`config.mk`:
```
export PLATFORM = sky130hd
export DESIGN_NAME = decode_hazard_ctrl_flat
export DESIGN_NICKNAME = d
export VERILOG_FILES = /design/src/rtl/decode_hazard_ctrl_pkg.sv /design/src/rtl/decode_hazard_ctrl_if.sv /design/src/rtl/decode_hazard_ctrl_scoreboard.sv /design/src/rtl/decode_hazard_ctrl.sv /design/src/flat_wrapper.sv
export SDC_FILE = /design/constraint.sdc
export NUM_CORES = 1
export LEC_CHECK = 0
export BUFFER_PORTS_ARGS = -buffer_cell sky130_fd_sc_hd__buf_2
export CORE_MARGIN = 2
export CORE_UTILIZATION = 40
export DETAILED_ROUTE_END_ITERATION = 16
export GPL_TIMING_DRIVEN = 0
export PLACE_DENSITY = 0.72
export SETUP_SLACK_MARGIN = 0.4
export SKIP_LAST_GASP = 1
export SYNTH_ARGS = -nofsm -noshare
export SYNTH_HDL_FRONTEND = slang
export SYNTH_SLANG_ARGS = --single-unit
```
`constraint.sdc`:
```
create_clock -name clk -period 4.3 [get_ports clk]
set_input_delay 0.86 -clock clk [delete_from_list [all_inputs] [get_ports clk]]
set_output_delay 0.86 -clock clk [all_outputs]
set_load 0.03 [all_outputs]
```
`src/rtl/decode_hazard_ctrl_pkg.sv`:
```
// Shared sizes and state encodings for the decode
// hazard controller and its scoreboard.
package decode_hazard_ctrl_pkg;

  localparam int NUM_REGS       = 32;
  localparam int REG_ADDR_WIDTH = 5;
  localparam int CNT_WIDTH      = 8;
  localparam int STALL_LIMIT    = 255;

  typedef logic [REG_ADDR_WIDTH-1:0] reg_addr_t;
  typedef logic [NUM_REGS-1:0]       reg_mask_t;
  typedef logic [CNT_WIDTH-1:0]      cnt_t;

  typedef enum logic [1:0] {
    HZ_RUN   = 2'd0,
    HZ_STALL = 2'd1,
    HZ_DRAIN = 2'd2
  } hz_state_e;

endpackage

```
`src/rtl/decode_hazard_ctrl_if.sv`:
```
// Decoder / writeback / downstream bundle seen
// by the hazard controller.
interface decode_hazard_ctrl_if;
  import decode_hazard_ctrl_pkg::*;

  logic      dec_valid;
  reg_addr_t dec_rs1;
  logic      dec_rs1_valid;
  reg_addr_t dec_rs2;
  logic      dec_rs2_valid;
  reg_addr_t dec_rd;
  logic      dec_rd_valid;
  logic      dec_is_system;
  logic      ex_stall;
  logic      wb_valid;
  reg_addr_t wb_rd;

  logic      issue;
  logic      system_stall;
  reg_mask_t busy_mask;
  logic [1:0] state;
  cnt_t      stall_cnt;
  logic      deadlock_err;
  logic      wb_err;

  modport master (
    output dec_valid, dec_rs1, dec_rs1_valid,
    output dec_rs2, dec_rs2_valid,
    output dec_rd, dec_rd_valid, dec_is_system,
    output ex_stall, wb_valid, wb_rd,
    input  issue, system_stall, busy_mask,
    input  state, stall_cnt, deadlock_err, wb_err
  );

  modport slave (
    input  dec_valid, dec_rs1, dec_rs1_valid,
    input  dec_rs2, dec_rs2_valid,
    input  dec_rd, dec_rd_valid, dec_is_system,
    input  ex_stall, wb_valid, wb_rd,
    output issue, system_stall, busy_mask,
    output state, stall_cnt, deadlock_err, wb_err
  );

endinterface

```
`src/rtl/decode_hazard_ctrl_scoreboard.sv`:
```
// Pending-write bitmap with writeback bypass.
// A set in the same cycle as a clear wins.
module hazard_scoreboard
  import decode_hazard_ctrl_pkg::*;
(
  input  logic      clk,
  input  logic      reset,
  input  logic      i_clr_valid,
  input  reg_addr_t i_clr_addr,
  input  logic      i_set_valid,
  input  reg_addr_t i_set_addr,
  output reg_mask_t o_busy,
  output reg_mask_t o_eff_busy,
  output logic      o_bad_clr
);

  reg_mask_t r_busy;
  reg_mask_t w_clr;
  reg_mask_t w_next;

  always_comb begin
    w_clr = '0;
    if (i_clr_valid)
      w_clr[i_clr_addr] = 1'b1;
  end

  assign o_eff_busy = r_busy & ~w_clr;

  assign o_bad_clr = i_clr_valid &
                     (i_clr_addr != '0) &
                     ~r_busy[i_clr_addr];

  always_comb begin
    w_next = r_busy & ~w_clr;
    if (i_set_valid && i_set_addr != '0)
      w_next[i_set_addr] = 1'b1;
    w_next[0] = 1'b0;
  end

  always_ff @(posedge clk) begin
    if (reset)
      r_busy <= '0;
    else
      r_busy <= w_next;
  end

  assign o_busy = r_busy;

endmodule

```
`src/rtl/decode_hazard_ctrl.sv`:
```
// Decode interlock: RAW/WAW/SYSTEM-drain hazards,
// stall FSM, stall counter and sticky error flags.
module decode_hazard_ctrl
  import decode_hazard_ctrl_pkg::*;
(
  input logic clk,
  input logic reset,
  decode_hazard_ctrl_if.slave bus
);

  localparam cnt_t LIMIT   = CNT_WIDTH'(STALL_LIMIT);
  localparam cnt_t CNT_MAX = '1;

  hz_state_e r_state, w_state_next;
  cnt_t      r_cnt, w_cnt_next;
  logic      r_deadlock, r_wb_err;

  reg_mask_t w_busy, w_eff;
  logic      w_bad_clr;
  logic      w_raw, w_waw, w_drain, w_any;
  logic      w_hazard, w_issue, w_sstall;

  hazard_scoreboard u_sb (
    .clk         (clk),
    .reset       (reset),
    .i_clr_valid (bus.wb_valid),
    .i_clr_addr  (bus.wb_rd),
    .i_set_valid (w_issue & bus.dec_rd_valid),
    .i_set_addr  (bus.dec_rd),
    .o_busy      (w_busy),
    .o_eff_busy  (w_eff),
    .o_bad_clr   (w_bad_clr)
  );

  assign w_any = |w_eff;

  assign w_raw = bus.dec_valid &
    ((bus.dec_rs1_valid & w_eff[bus.dec_rs1]) |
     (bus.dec_rs2_valid & w_eff[bus.dec_rs2]));

  assign w_waw = bus.dec_valid &
    bus.dec_rd_valid & w_eff[bus.dec_rd];

  assign w_drain = bus.dec_valid &
    bus.dec_is_system & w_any;

  assign w_hazard = w_raw | w_waw | w_drain;

  assign w_issue = bus.dec_valid & ~w_hazard &
    ~bus.ex_stall &
    ((r_state != HZ_DRAIN) | ~w_any);

  assign w_sstall = bus.dec_valid & ~w_issue;

  always_comb begin
    w_state_next = r_state;
    unique case (r_state)
      HZ_RUN: begin
        if (w_drain)
          w_state_next = HZ_DRAIN;
        else if (w_sstall)
          w_state_next = HZ_STALL;
      end
      HZ_STALL, HZ_DRAIN: begin
        if (!bus.dec_valid || w_issue)
          w_state_next = HZ_RUN;
      end
      default: w_state_next = HZ_RUN;
    endcase
  end

  always_comb begin
    w_cnt_next = '0;
    if (w_sstall)
      w_cnt_next = (r_cnt == CNT_MAX) ?
                   r_cnt : r_cnt + 1'b1;
  end

  always_ff @(posedge clk) begin
    if (reset) begin
      r_state    <= HZ_RUN;
      r_cnt      <= '0;
      r_deadlock <= 1'b0;
      r_wb_err   <= 1'b0;
    end else begin
      r_state <= w_state_next;
      r_cnt   <= w_cnt_next;
      if (w_cnt_next == LIMIT)
        r_deadlock <= 1'b1;
      if (w_bad_clr)
        r_wb_err <= 1'b1;
    end
  end

  assign bus.issue        = w_issue;
  assign bus.system_stall = w_sstall;
  assign bus.busy_mask    = w_busy;
  assign bus.state        = r_state;
  assign bus.stall_cnt    = r_cnt;
  assign bus.deadlock_err = r_deadlock;
  assign bus.wb_err       = r_wb_err;

endmodule

```
`src/flat_wrapper.sv`:
```
// flat-port wrapper written by rule: the top's interface ports become plain ports
module decode_hazard_ctrl_flat import decode_hazard_ctrl_pkg::*;
  (clk, reset, bus_dec_valid, bus_dec_rs1, bus_dec_rs1_valid, bus_dec_rs2, bus_dec_rs2_valid, bus_dec_rd, bus_dec_rd_valid, bus_dec_is_system, bus_ex_stall, bus_wb_valid, bus_wb_rd, bus_issue, bus_system_stall, bus_busy_mask, bus_state, bus_stall_cnt, bus_deadlock_err, bus_wb_err);
  decode_hazard_ctrl_if bus_i ();
  input logic clk;
  input logic reset;
  input wire logic [$bits(bus_i.dec_valid)-1:0] bus_dec_valid;
  input wire logic [$bits(bus_i.dec_rs1)-1:0] bus_dec_rs1;
  input wire logic [$bits(bus_i.dec_rs1_valid)-1:0] bus_dec_rs1_valid;
  input wire logic [$bits(bus_i.dec_rs2)-1:0] bus_dec_rs2;
  input wire logic [$bits(bus_i.dec_rs2_valid)-1:0] bus_dec_rs2_valid;
  input wire logic [$bits(bus_i.dec_rd)-1:0] bus_dec_rd;
  input wire logic [$bits(bus_i.dec_rd_valid)-1:0] bus_dec_rd_valid;
  input wire logic [$bits(bus_i.dec_is_system)-1:0] bus_dec_is_system;
  input wire logic [$bits(bus_i.ex_stall)-1:0] bus_ex_stall;
  input wire logic [$bits(bus_i.wb_valid)-1:0] bus_wb_valid;
  input wire logic [$bits(bus_i.wb_rd)-1:0] bus_wb_rd;
  output wire logic [$bits(bus_i.issue)-1:0] bus_issue;
  output wire logic [$bits(bus_i.system_stall)-1:0] bus_system_stall;
  output wire logic [$bits(bus_i.busy_mask)-1:0] bus_busy_mask;
  output wire logic [$bits(bus_i.state)-1:0] bus_state;
  output wire logic [$bits(bus_i.stall_cnt)-1:0] bus_stall_cnt;
  output wire logic [$bits(bus_i.deadlock_err)-1:0] bus_deadlock_err;
  output wire logic [$bits(bus_i.wb_err)-1:0] bus_wb_err;
  assign bus_i.dec_valid = bus_dec_valid;
  assign bus_i.dec_rs1 = bus_dec_rs1;
  assign bus_i.dec_rs1_valid = bus_dec_rs1_valid;
  assign bus_i.dec_rs2 = bus_dec_rs2;
  assign bus_i.dec_rs2_valid = bus_dec_rs2_valid;
  assign bus_i.dec_rd = bus_dec_rd;
  assign bus_i.dec_rd_valid = bus_dec_rd_valid;
  assign bus_i.dec_is_system = bus_dec_is_system;
  assign bus_i.ex_stall = bus_ex_stall;
  assign bus_i.wb_valid = bus_wb_valid;
  assign bus_i.wb_rd = bus_wb_rd;
  assign bus_issue = bus_i.issue;
  assign bus_system_stall = bus_i.system_stall;
  assign bus_busy_mask = bus_i.busy_mask;
  assign bus_state = bus_i.state;
  assign bus_stall_cnt = bus_i.stall_cnt;
  assign bus_deadlock_err = bus_i.deadlock_err;
  assign bus_wb_err = bus_i.wb_err;
  decode_hazard_ctrl u_core (.clk(clk), .reset(reset), .bus(bus_i));
endmodule
```
# --- Word level (Yosys, flattened, before mapping) ---
# Cells that the tools add are included.
op_classes:
  add_sub_neg: 1
  order_cmp: 6
  n_eq_ne: 7
  mux: 20
  bitwise: 26
  n_reduce_logical: 11
op_table:
  columns: ["op", "count"]
  rows:
  - ["32-bit two-way mux", 2]
  - ["32-bit AND", 1]
  - ["32-bit NOT", 1]
  - ["32-bit bitwise OR", 1]
  - ["32-bit OR reduction", 1]
  - ["5-bit by 6-bit less-than comparator with 1-bit output, second input constant", 4]
  - ["1-bit binary-select mux with 5-bit select", 4]
  - ["8-bit == test, second input constant", 2]
  - ["8-bit two-way mux", 2]
  - ["1-bit AND", 14]
  - ["1-bit demux with 5-bit select", 2]
  - ["5-bit by 1-bit >= comparator with 1-bit output, second input constant", 2]
  - ["5-bit nonzero test", 2]
  - ["8-bit by 1-bit adder with 8-bit output, second input constant", 1]
  - ["1-bit two-way mux", 6]
  - ["2-bit two-way mux", 3]
  - ["1-bit NOT", 5]
  - ["1-bit bitwise OR", 4]
  - ["2-bit case mux with 2 select lines", 1]
  - ["1-bit logical AND", 3]
  - ["3-bit by 2-bit inequality test with 1-bit output, second input constant", 1]
  - ["2-bit by 1-bit == test with 1-bit output, second input constant", 1]
  - ["2-bit == test, second input constant", 1]
  - ["2-bit zero test", 1]
  - ["6 further kinds", 6]
totals:
  regBits: 44
  output_inout_bits: 46

# --- Logic depth before layout (Yosys ltp) ---
# Gate-level depths: netlist (run 1).
logic_depth:
  ltp_word: 23
  mapped_depth: 11

# --- Hierarchy ---
# From an unflattened synthesis (run 1), not the netlist that was laid out.
hier_totals:
  hier_cells: 373
  area_unflattened_um2: 3345.7
by_module_without_submodules:
  columns: ["module", "instances", "cells_per_inst", "area_each_um2", "seq_area_each_um2"]
  rows:
  - ["hazard_scoreboard", 1, 206, 1687.9, 620.6]
  - ["decode_hazard_ctrl", 1, 167, 1657.8, 240.2]

# --- Least setup slack after synthesis (run 1) ---
# OpenSTA, ideal clock, no wires.
synth_timing:
  kind: "in2out"
  from: "input port bus_wb_valid"
  to: "output port bus_issue"
  arrival_time_ps: 3304
  required_time_ps: 3440
  path_slack_ps: 136
  stages: 8
  n_path_buf: 1
  cell_sequence: "buf_4 -> or4b_4 -> o21ai_2 -> nand4_1 -> nor4_2 -> a21oi_1 -> or3_4 -> nor3_1"
synth_between:
  elab_chain_cells: 14
synth_rtl:
  columns: ["element", "line", "source"]
  rows:
  - ["from (decl)", "flat_wrapper.sv:16", "input wire logic [$bits(bus_i.wb_valid)-1:0] bus_wb_valid;"]
  - ["32-bit two-way mux *", "decode_hazard_ctrl_scoreboard.sv:23", "if (i_clr_valid)"]
  - ["32-bit NOT *", "decode_hazard_ctrl_scoreboard.sv:27", "assign o_eff_busy = r_busy & ~w_clr;"]
  - ["32-bit AND *", "decode_hazard_ctrl_scoreboard.sv:27", null]
  - ["1-bit binary-select mux with 5-bit select (on tied branches)", "decode_hazard_ctrl.sv:38, decode_hazard_ctrl.sv:39", null]
  - ["1-bit two-way mux (on tied branches)", "decode_hazard_ctrl.sv:38, decode_hazard_ctrl.sv:39", null]
  - ["1-bit AND (on tied branches)", "decode_hazard_ctrl.sv:38, decode_hazard_ctrl.sv:39", null]
  - ["1-bit bitwise OR", "decode_hazard_ctrl.sv:38", "((bus.dec_rs1_valid & w_eff[bus.dec_rs1]) |"]
  - ["1-bit AND", "decode_hazard_ctrl.sv:37", "assign w_raw = bus.dec_valid &"]
  - ["1-bit bitwise OR (2 in a row)", "decode_hazard_ctrl.sv:47", "assign w_hazard = w_raw | w_waw | w_drain;"]
  - ["1-bit NOT", "decode_hazard_ctrl.sv:49", "assign w_issue = bus.dec_valid & ~w_hazard &"]
  - ["1-bit AND (2 in a row)", "decode_hazard_ctrl.sv:49", null]
  - ["1-bit AND *", "decode_hazard_ctrl.sv:50", "~bus.ex_stall &"]
  - ["to (decl)", "flat_wrapper.sv:18", "output wire logic [$bits(bus_i.issue)-1:0] bus_issue;"]
# Every way passes the cells marked *; elsewhere a longest branch is shown, timed or not. The select of a mux whose other input is x is not followed.

# --- Worst setup path in the final report (run 1) ---
layout_timing:
  from: "input port bus_wb_rd[0]"
  to: "output port bus_system_stall"
layout_between:
  elab_chain_cells: 20
layout_rtl:
  columns: ["element", "line", "source"]
  rows:
  - ["from (decl)", "flat_wrapper.sv:17", "input wire logic [$bits(bus_i.wb_rd)-1:0] bus_wb_rd;"]
  - ["5-bit by 6-bit less-than comparator with 1-bit output (not written as such) or 5-bit by 1-bit >= comparator with 1-bit output (tied branches)", "decode_hazard_ctrl_scoreboard.sv:24", "w_clr[i_clr_addr] = 1'b1;"]
  - ["1-bit logical AND (not written as such)", "decode_hazard_ctrl_scoreboard.sv:24", null]
  - ["1-bit two-way mux (not written as such)", "decode_hazard_ctrl_scoreboard.sv:24", null]
  - ["1-bit demux with 5-bit select *", "decode_hazard_ctrl_scoreboard.sv:24", null]
  - ["32-bit two-way mux *", "decode_hazard_ctrl_scoreboard.sv:23", null]
  - ["32-bit NOT *", "decode_hazard_ctrl_scoreboard.sv:27", null]
  - ["32-bit AND *", "decode_hazard_ctrl_scoreboard.sv:27", null]
  - ["1-bit binary-select mux with 5-bit select (on tied branches)", "decode_hazard_ctrl.sv:38, decode_hazard_ctrl.sv:39", null]
  - ["[... 2 more ...]", null, null]
  - ["1-bit bitwise OR", "decode_hazard_ctrl.sv:38", null]
  - ["1-bit AND", "decode_hazard_ctrl.sv:37", null]
  - ["1-bit bitwise OR (2 in a row)", "decode_hazard_ctrl.sv:47", null]
  - ["1-bit NOT", "decode_hazard_ctrl.sv:49", null]
  - ["1-bit AND (2 in a row)", "decode_hazard_ctrl.sv:49", null]
  - ["1-bit AND *", "decode_hazard_ctrl.sv:50", null]
  - ["1-bit NOT *", "decode_hazard_ctrl.sv:53", "assign w_sstall = bus.dec_valid & ~w_issue;"]
  - ["1-bit AND *", "decode_hazard_ctrl.sv:53", null]
  - ["to (decl)", "flat_wrapper.sv:19", "output wire logic [$bits(bus_i.system_stall)-1:0] bus_system_stall;"]
# Marks and branches as above.

==> results.md, run 1 <==
- Syn Area/Cell: 7.72 um^2
- Post-synth cell types: 71
- Ys Warns: 0
- RSZ-0062 raised after global routing: yes
- Die ar.: 0.0101 mm^2
- Setup WS post-layout: 0.105 ns
- Cell count after synthesis: 485
- Routability cong.: 1.01
- Fin crit share: 97.6%
- Required time of the worst setup path: 3.44 ns
- First-pass DRT Iterations: 5
- Num CTS Buffers: 5
- Filler cell count: 833
- Multi-input gate area in the final layout: 0.00305 mm^2
- First-pass GRT wire length: 23,400 um
- CTS tree: yes
- Routed len/inst: 22.2 um
- Top cells by area, synth: dfxtp_1 (23%), nand4_1 (6.7%), mux4_2 (6.0%), nor2_1 (5.4%), a21oi_1 (4.9%)
- Leakage: 1.88 nW
- Achievable frequency: 0.238 GHz
- Crit Path Max Fanout: 7
- Critical Path AT: 3.34 ns
- DR vias/cell: 6.62
- DRC violation count after routing: 0
- Max-cap violation count: 0
- Min Clock Period, post-route: 4.20 ns
- CTS Hold Bufs: 0
- Crit. End Element: primary output
- # rows: 35
- Status: completed
- Vias in the first global route: 4,321
- Worst Hold Class: reg -> reg
- Io pins: 75
- EDFF count, synth: 0
- Top-area cell type share of the netlist area: 23.0%
- Setup Crit Path Kind: in -> out
- Synth cell count leaders: nor2_1 (54), dfxtp_1 (43), nand4_1 (40)
- # port buffers: 69
- Post-DRT Antenna Nets: 0
- Slew HR: 59.1%
- Max IR drop VDD: 0.000138 V
- Pwr Density: 191 mW/mm^2
- Clock slew at reported path FFs: 0.10 ns
- Worst skew pair latency: 0.32 ns
- Post-synth ARST share: 0%
- GR Util All Layers: 30.1%
- Pre-CTS setup slack: -0.597 ns
- Sequential share of the synthesized area: 23.0%
- Area grow syn2layout: 34.2%
- Share of cells above drive strength 1: 34.4%
- DP HPWL: 11,000 um
- Clock tree sinks: 43
- Routed vias: 4,624
- 1st-iter DRT viols: 455
- Root buffer cell: clkbuf_8
- Sequential cell area: 861 um^2
- Most frequent cell after synthesis: nor2_1
- Util after Layout: 54.9%
- Hold Vio Cnt, Final: 0
- CORE AREA: 0.00915 mm^2
- Worst setup SP type: primary input
- Slew Viols, Final: 0
- Die Height: 101 um
- Synthesized flop and latch total: 43
- Count of final setup violators: 0
- NumNets Final: 618
- Clock tree buffer depth: 2
- Primary FF master, synth: dfxtp_1
- Chip width: 101 um
- Largest net degree at the start of global routing: 16
- Clock Skews: 0.0196 ns
- Initial antenna violation count: 0
- Post-synthesis net count: 517
- Number of diodes: 0
- H-tree depth: 2
- Total wire length: 15,500 um
- Post-synth top area cell: dfxtp_1
- Initial core utilization: 40.9%
- GRT overflow: 0
- Synthesized cell area: 0.00374 mm^2
- Worst-margin pin slew: 0.614 ns
==> layout make-up <==
| type | instances | area share, % |
|---|---|---|
| buffer | 43 | 4.73 |
| clock buffer | 5 | 1.37 |
| clock inverter | 3 | 0.498 |
| inverter | 14 | 1.15 |
| multi-input combinational | 385 | 60.6 |
| sequential | 43 | 17.1 |
| tap | 111 | 2.77 |
| timing repair buffer | 94 | 11.7 |
==> state kept, by name, summed over array words and instances (netlist names) <==
name and count:
u_core.bus.deadlock_err 1, u_core.bus.wb_err 1, u_core.u_sb.o_busy 31, u_core.bus.stall_cnt 8, u_core.bus.state 2
==> routing by layer <==
metal / vias up / global-route usage [%] / share of wire [%]
met3: 59 / 8.32 / 11
met4: 0 / 15.9 / 5.4
met5: - / 0 / 0
li1: 2085 / - / -
met1: 2168 / 38.4 / 39
met2: 312 / 46.3 / 45
==> final timing paths <==
path | start | to | slack (ns) | cells past startpoint
worst max register to register | u_core.u_sb.o_busy[18] | u_core.u_sb.o_busy[3] | 1.49 | 10
worst min-delay path | u_core.bus.wb_err | u_core.bus.wb_err | 0.45 | 2
worst max-delay path | bus_wb_rd[0] | bus_system_stall | 0.10 | 12
worst min register to register | u_core.bus.wb_err | u_core.bus.wb_err | 0.45 | 2
==> critical path, stage by stage <==
cell	delay, ns
buf_8	0.10
buf_4	0.13
nand4bb_4	0.36
o21ai_4	0.32
o22ai_1	0.15
nor4_2	0.32
a41oi_2	0.21
or2_4	0.30
o31ai_4	0.28
buf_6	0.15
inv_6	0.03
buf_6	0.12
==> timing repair <==
| action | in CTS | in global routing |
|---|---|---|
| gates resized for setup | 74 | 28 |
| pin swaps | 14 | 19 |
| buffers inserted | 18 | 7 |
| cloned | 0 | 0 |
| setup endpoints to repair | 26 | 2 |
==> logic make-up after synthesis <==
group | count (synthesis) | synth area share, %
mux | 32 | 12.2
xor+xnor | 2 | 0.468
buf+inv | 57 | 6.79
fa+ha+maj | 3 | 1.00
compound gates | 148 | 27.1
simple gates | 199 | 29.4
other cells | 1 | 0.100
flops | 43 | 23.0
==> power breakdown <==
group	total [mW]	internal (mW)	switching, mW
registers	0.410	0.403	0.00711
logic	0.269	0.0987	0.171
clock network	0.278	0.116	0.161
==> stage by stage <==
| step | area (um^2) | instances | power, mW | hold WS [ns] | setup TNS, ns |
|---|---|---|---|---|---|
| 2_1_floorplan | 3790 | 485 | 0.576 | 0.571 | 0 |
| 3_3_place_gp | 4270 | 665 | 0.637 | 0.433 | -1.01 |
| 3_5_place_dp | 4270 | 665 | 0.642 | 0.437 | -0.919 |
| 4_1_cts | 4850 | 691 | 0.943 | 0.452 | 0 |
| 5_1_grt | 5020 | 698 | 1.00 | 0.487 | 0 |
| 6_report | 5020 | 698 | 0.958 | 0.455 | 0 |
==> placed cells by master (no fill, tap or decap), types with 7 or more instances in the layout <==
master,count
a21oi_1,36
buf_2,71
buf_4,28
buf_6,7
clkbuf_1,19
dfxtp_1,43
inv_1,13
mux2_2,9
mux2i_1,12
mux4_2,10
nand2_1,28
nand3_1,10
nand4_1,40
nor2_1,54
nor2b_1,12
o2111ai_1,7
o211ai_1,7
o21ai_2,7
o21ai_4,18
Note: power is estimated with default switching activity, not from simulation.
==> inputs of run 2 (changes only) <==
- PLACE_DENSITY: 0.72 -> 0.74
- clock period: 4.3 -> 3.5 ns (I/O delays scaled with it)
==> run 2 against run 1 <==
  * Final area up 11%
  * Hold slack better by 0.010 ns
  * Count of clock-buffer cells in the layout up 1
  * Clock skew down 0.0016 ns
  * Combinational power up 52%
  * Critical endpoint unchanged
  * Clock power up 52%
  * The flow now finishes with violations (setup timing)
==> results.md, run 2 (same netlist as run 1, synthesis figures left out) <==
- Sequential cell area: 861 um^2 (unchanged)
- Fin crit share: 115%
- Bufs and invs on worst path: 5 (unchanged)
- Chip width: 101 um (unchanged)
- DRC violation count after routing: 0 (unchanged)
- Setup WS post-layout: -0.527 ns (-0.631 ns)
- CORE AREA: 0.00915 mm^2 (unchanged)
- Largest net degree at the start of global routing: 14 (-2)
- Commonest non-fill, non-tap cell in the layout: buf_2
- Achievable frequency: 0.248 GHz
- Met1 usage: 41.0% (+2.6 points)
- Number of diodes: 0 (unchanged)
- Count of final setup violators: 40 (+40)
- Io pins: 75 (unchanged)
- Required time of the worst setup path: 2.80 ns (-0.64 ns)
- Critical Path AT: 3.33 ns (about the same)
- Final non-filler cell total: 729 (+4.4%)
- Vias in the first global route: 4,448 (+2.9%)
- Initial antenna violation count: 0 (unchanged)
- Peak per-stage delay on the critical path: 0.42 ns (+0.06 ns)
- First-pass GRT wire length: 24,800 um (+6.0%)
- NumNets Final: 649 (+5.0%)
- Met2 Use GR: 50.2% (+3.9 points)
- Pwr Density: 240 mW/mm^2 (+26%)
- DR vias/cell: 6.68 (+0.80%)
- Share of cells above drive strength 1: 39.6% (+5.2 points)
- Slowest CP cell: or3_4
- Worst-margin pin slew: 0.801 ns (+0.187 ns)
- # port buffers: 69 (unchanged)
- Crit. End Element: primary output
- Global-route layer with the greatest usage: met2
- Area grow syn2layout: 48.5%
- 1st-iter DRT viols: 569 (+25%)
- First-pass DRT Iterations: 5 (unchanged)
- Critical-path cell list: clkbuf_4 -> buf_6 -> mux2_2 -> o32ai_1 -> nand4_1 -> nor3_4 -> a21oi_2 -> or3_4 -> o31ai_4 -> buf_6 -> inv_8 -> buf_6
- Grt met3 use: 6.80% (-1.5 points)
- Routed vias: 4,868 (+5.3%)
- Worst skew pair latency: 0.31 ns (about the same)
- Root buffer cell: clkbuf_8
- Crit Path Max Fanout: 10 (+3)
- Worst Hold Class: reg -> reg
- # rows: 35 (unchanged)
- Violated checks: setup timing
- Hold Vio Cnt, Final: 0 (unchanged)
- Total wire length: 16,900 um (+9.0%)
- Max IR drop VDD: 0.000159 V (+15%)
- Routed len/inst: 23.2 um (+4.4%)
- Filler cell count: 789 (-5.3%)
- Multi-input gate area in the final layout: 0.00320 mm^2 (+5.0%)
- Max-cap violation count: 0 (unchanged)
- Util after Layout: 60.7% (+5.9 points)
- Initial core utilization: 40.9% (unchanged)
- GR Util All Layers: 31.5% (+1.4 points)
- Inst Count DP: 665 (unchanged)
- Largest register FFs: 31 (unchanged)
- H-tree depth: 2 (unchanged)
- Clock Skews: 0.0181 ns (-0.00158 ns)
- DP HPWL: 11,100 um (+1.7%)
- CTS tree: yes
- Clock tree sinks: 43 (unchanged)
- Worst setup SP type: primary input
- Min Clock Period, post-route: 4.03 ns
- Leakage: 2.12 nW (+13%)
- Die ar.: 0.0101 mm^2 (unchanged)
- Status: finished, violations left
- Routability cong.: 1.00 (-0.64%)
- Post-DRT Antenna Nets: 0 (unchanged)
- Setup Crit Path Kind: in -> out
- Slew HR: 46.6% (-12 points)
- Die Height: 101 um (unchanged)
- Clock slew at reported path FFs: 0.10 ns (about the same)
- Clock tree buffer depth: 2 (unchanged)
- Delay-heaviest family, CP: simple AND/OR/NAND/NOR gates
- Slew Viols, Final: 0 (unchanged)
- CTS Hold Bufs: 0 (unchanged)
- Most frequent cells in the layout: buf_2 (69), nor2_1 (54), dfxtp_1 (43), nand4_1 (40), buf_4 (38)
- RSZ-0062 raised after global routing: yes
- Num CTS Buffers: 5 (unchanged)
- Most used cell, CP: buf_6
- GRT overflow: 0 (unchanged)
==> run 2: changes by cell type in the layout (fill, tap and decap cells not counted), moves of 3 or more <==
| cell | change |
|---|---|
| o32ai_2 | -3 |
| buf_4 | +10 |
| o32ai_1 | +3 |
| buf_6 | +17 |
| nor3_1 | -3 |
| buf_8 | +4 |
| a2111oi_2 | -3 |
| a2111oi_4 | +3 |
| o21ai_4 | +3 |
| a211oi_1 | -3 |
==> run 2: layout make-up <==
type,instances,area share (%)
multi-input cells,385,57.5
well taps,111,2.50
inverters,14,1.08
clock buffers,6,1.49
repair buffers,125,16.4
plain buffers,43,4.88
flip-flops and latches,43,15.5
clock inverters,2,0.630
==> run 2: worst register-to-register path: cells and delay by family, from the launching register on <==
family          cells  cell delay [ns]
simple gates        2             0.52
mux                 1             0.47
flops               1             0.53
buf+inv            11             1.19
compound gates      4             0.73
==> run 2: worst paths after layout <==
kind | slack, ns | end | start | depth (start not counted)
setup / recovery | -0.53 | bus_system_stall | bus_wb_rd[3] | 12
hold / removal | 0.47 | u_core.bus.wb_err | u_core.bus.wb_err | 2
setup reg to reg | -0.05 | u_core.bus.state[1] | u_core.u_sb.o_busy[18] | 18
hold reg to reg | 0.47 | u_core.bus.wb_err | u_core.bus.wb_err | 2
==> run 2: metrics by stage <==
stage | worst slack [ns] | power, mW | area (um^2) | hold slack (ns) | TNS, ns
after global routing | -0.569 | 1.37 | 5560 | 0.486 | -9.74
after detailed placement | -1.15 | 0.791 | 4280 | 0.439 | -26.52
final | -0.527 | 1.33 | 5560 | 0.465 | -5.94
after CTS | -0.463 | 1.29 | 5260 | 0.453 | -3.93
after floorplan | -0.0504 | 0.709 | 3800 | 0.571 | -0.0797
after global placement | -1.18 | 0.786 | 4280 | 0.431 | -26.25
==> run 2: metal layers <==
layer | vias to the layer above | share of wire (%) | wire length [um]
met1 | 2312 | 40 | 6780
met2 | 333 | 45 | 7610
met3 | 86 | 9.3 | 1570
met4 | 0 | 5.5 | 924
met5 | - | 0 | 0
li1 | 2137 | - | -
==> run 2: timing repair <==
action / in CTS / in global routing
buffers inserted: 42 / 13
gates cloned: 1 / 0
resized for setup: 110 / 44
pin swaps: 28 / 24
endpoints found under the setup margin: 44 / 44
==> run 2: power by group <==
| group | internal (mW) | leakage [nW] | total (mW) | switching (mW) |
|---|---|---|---|---|
| combinational | 0.168 | 1.71 | 0.409 | 0.241 |
| sequential | 0.495 | 0.347 | 0.504 | 0.00848 |
| clock | 0.231 | 0.0612 | 0.422 | 0.190 |
| total | 0.895 | 2.12 | 1.33 | 0.440 |
==> inputs of run 3 (changes only) <==
- PLACE_DENSITY: 0.74 -> 0.75
- SYNTH_HIERARCHICAL: unset -> 1
==> run 3 against run 2 <==
  * The flow still finishes with violations (setup timing)
  * Wire length down 31%
  * First-iteration DRC count down 24%
  * Critical path depth up 3
  * Register-to-register slack better by 0.45 ns
  * Via count down 24%
  * Cell count down 19%
  * Synthesized cell count down 23%
  * Critical path type unchanged
==> results.md, run 3 <==
- Max-cap violation count: 0 (unchanged)
- Total wire length: 11,700 um (-31%)
- Primary FF master, synth: dfxtp_1
- Most frequent cells in the layout: buf_2 (67), dfxtp_1 (43), nor2_1 (40), buf_4 (33), a21oi_2 (26)
- Post-DP Area: 0.00387 mm^2 (-9.6%)
- Crit. End Element: primary output
- CORE AREA: 0.00818 mm^2 (-11%)
- First-pass DRT Iterations: 5 (unchanged)
- Die ar.: 0.00911 mm^2 (-10%)
- Max IR drop VDD: 0.000163 V (+2.9%)
- Synthesized cell area: 0.00335 mm^2 (-11%)
- Crit Path Max Fanout: 5 (-5)
- Top-area cell type share of the netlist area: 25.7% (+2.7 points)
- Initial core utilization: 40.9% (about the same)
- Pre-CTS setup slack: -1.33 ns (-0.174 ns)
- Chip width: 95.5 um (-5.2%)
- Synthesized flop and latch total: 43 (unchanged)
- Top cells by area, synth: dfxtp_1 (26%), mux4_2 (11%), o21a_1 (6.1%), a21oi_1 (5.5%), nor2_1 (4.8%)
- Final Cell Area: 0.00470 mm^2 (-15%)
- CTS tree: yes
- Slew HR: 49.3% (+2.7 points)
- Setup Crit Path Kind: in -> out
- Hold_ws: 0.484 ns (+0.0190 ns)
- Ys Warns: 6 (+6)
- Clock tree sinks: 43 (unchanged)
- Util after Layout: 57.5% (-3.2 points)
- Routed len/inst: 19.8 um (-15%)
- Worst Hold Class: reg -> reg
- Worst skew pair latency: 0.30 ns (about the same)
- Violated checks: setup timing
- Post-synth cell types: 59 (-17%)
- RSZ-0062 raised after global routing: yes
- Fin crit share: 120% (+4.5 points)
- Routed vias: 3,702 (-24%)
- Hold path depth: 2 (unchanged)
- Number of diodes: 0 (unchanged)
- Final non-filler cell total: 591 (-19%)
- Worst setup SP type: primary input
- Worst-margin pin slew: 0.741 ns (-0.0595 ns)
- First-pass GRT wire length: 17,700 um (-29%)
- Post-DRT Antenna Nets: 0 (unchanged)
- DR vias/cell: 6.26 (-6.2%)
- Sw Pwr: 0.330 mW (-25%)
- Root buffer cell: clkbuf_8
- Hold Vio Cnt, Final: 0 (unchanged)
- # rows: 33 (-5.7%)
- Pwr Density: 239 mW/mm^2 (-0.32%)
- GR Util All Layers: 25.0% (-6.5 points)
- Routability cong.: 0.949 (-5.5%)
- Io pins: 75 (unchanged)
- Num CTS Buffers: 5 (unchanged)
- Slew Viols, Final: 0 (unchanged)
- Clock power share: 31.2% (-0.4 points)
- Area grow syn2layout: 40.6%
- DP HPWL: 8020 um (-28%)
- Count of final setup violators: 40 (unchanged)
- Clock slew at reported path FFs: 0.07 ns (-0.03 ns)
- DRC violation count after routing: 0 (unchanged)
- Largest register FFs: 31 (unchanged)
- Status: finished, violations left
- Syn Area/Cell: 8.97 um^2 (+16%)
- Clock tree buffer depth: 2 (unchanged)
- Synth cell count leaders: dfxtp_1 (43), nor2_1 (43), a21oi_1 (37)
- Vias in the first global route: 3,440 (-23%)
- Required time of the worst setup path: 2.80 ns (about the same)
- Int Pwr: 0.796 mW (-11%)
- Sequential share of power: 44.5% (+6.7 points)
- Clock Skews: 0.00999 ns (-0.00807 ns)
- Leakage: 2.04 nW (-3.5%)
- R2R cell count: 13 (-5)
- H-tree depth: 2 (unchanged)
- CTS Hold Bufs: 0 (unchanged)
- Setup_tns: -11.88 ns (-5.94 ns)
- Post-synth top area cell: dfxtp_1
- Commonest non-fill, non-tap cell in the layout: buf_2
- Overall power: 1.13 mW (-16%)
- EDFF count, synth: 0 (unchanged)
- # port buffers: 67 (-2.9%)
- Sw frac: 29.3% (-3.7 points)
- Sequential share of the synthesized area: 25.7% (+2.7 points)
- Achievable frequency: 0.239 GHz (-3.7%)
- 1st-iter DRT viols: 433 (-24%)
- Post-synth ARST share: 0% (unchanged)
- Inst Count DP: 546 (-18%)
- Share of cells above drive strength 1: 48.8% (+9.1 points)
- Min Clock Period, post-route: 4.18 ns (+0.156 ns)
- Initial antenna violation count: 0 (unchanged)
- Gate power share: 24.4% (-6.2 points)
- Largest net degree at the start of global routing: 13 (-1)
- Cell count after synthesis: 373 (-23%)
- Die Height: 95.5 um (-5.2%)
- NumNets Final: 517 (-20%)
- GRT overflow: 0 (unchanged)
- Critical Path AT: 3.48 ns (+0.15 ns)
- Setup WS post-layout: -0.683 ns (-0.156 ns)
==> run 3: cell count changes in the layout (fill, tap and decap cells not counted), moves of 10 or more <==
cell / delta
clkbuf_1: -11
a21oi_1: -26
nand4_1: -34
o21ai_4: -16
nand2_1: -21
a21oi_2: +25
o21a_1: +14
buf_6: -10
nor2_1: -14
==> run 3: cell families (layout without fill, tap and decap cells) <==
logic type               Yosys count  after routing  share of synthesized area (%)
AND/OR/NAND/NOR                  130            130                           20.8
AO/OA/AOI/OAI                     99             99                           19.8
multiplexers                      47             47                           23.8
buffers and inverters             45            157                           7.25
flip-flops                        43             43                           25.7
XOR/XNOR                           5              5                           1.31
adder cells (fa/ha/maj)            3              3                           1.12
other                              1              2                          0.112
==> run 3: worst paths after layout <==
kind	slack [ns]	from	endpoint
setup reg to reg	0.40	u_core/u_sb/o_busy[13]	u_core/u_sb/o_busy[8]
setup / recovery	-0.68	bus_wb_rd[0]	bus_system_stall
hold / removal	0.48	u_core/bus.wb_err	u_core/bus.wb_err
hold reg to reg	0.48	u_core/bus.wb_err	u_core/bus.wb_err
==> run 3: routing by layer <==
layer / share of wire [%] / up-vias / GRT usage (%)
met3: 9.7 / 45 / 5.38
met4: 3.7 / 0 / 8.57
met1: 39 / 1757 / 31.3
li1: - / 1642 / -
met2: 48 / 258 / 42.7
met5: 0 / - / 0
==> run 3: power groups by stage <==
stage          registers [mW]  logic [mW]  clock network (mW)
2_1_floorplan           0.521       0.130                   0
3_5_place_dp            0.511       0.200                   0
3_3_place_gp            0.511       0.196                   0
5_1_grt                 0.501       0.294               0.371
4_1_cts                 0.500       0.240               0.354
6_report                0.500       0.275               0.351
==> run 3: final cells by class <==
class                           count  area [um^2]
Buffer                             26          249
Clock buffer                        8          100
Fill cell                         707         3470
Inverter                           19         78.8
Multi-Input combinational cell    286         2600
Sequential cell                    43          861
Tap cell                          105          131
Timing Repair Buffer              104          682
==> run 3: what timing repair did <==
action / 4_1_cts / 5_1_grt
buffers inserted: 24 / 13
gates resized for setup: 59 / 59
endpoints found under the setup margin: 44 / 44
pin swaps: 16 / 26
==> run 3: critical path, cell delays in order <==
cell and delay (ns):
buf_8 0.10, buf_12 0.12, buf_8 0.12, nand3b_1 0.20
buf_4 0.19, o21ai_4 0.20, inv_2 0.08, mux4_2 0.46
mux2_4 0.27, a221o_1 0.32, a32o_2 0.29, o21ai_4 0.15
buf_6 0.14, inv_8 0.03, buf_6 0.12
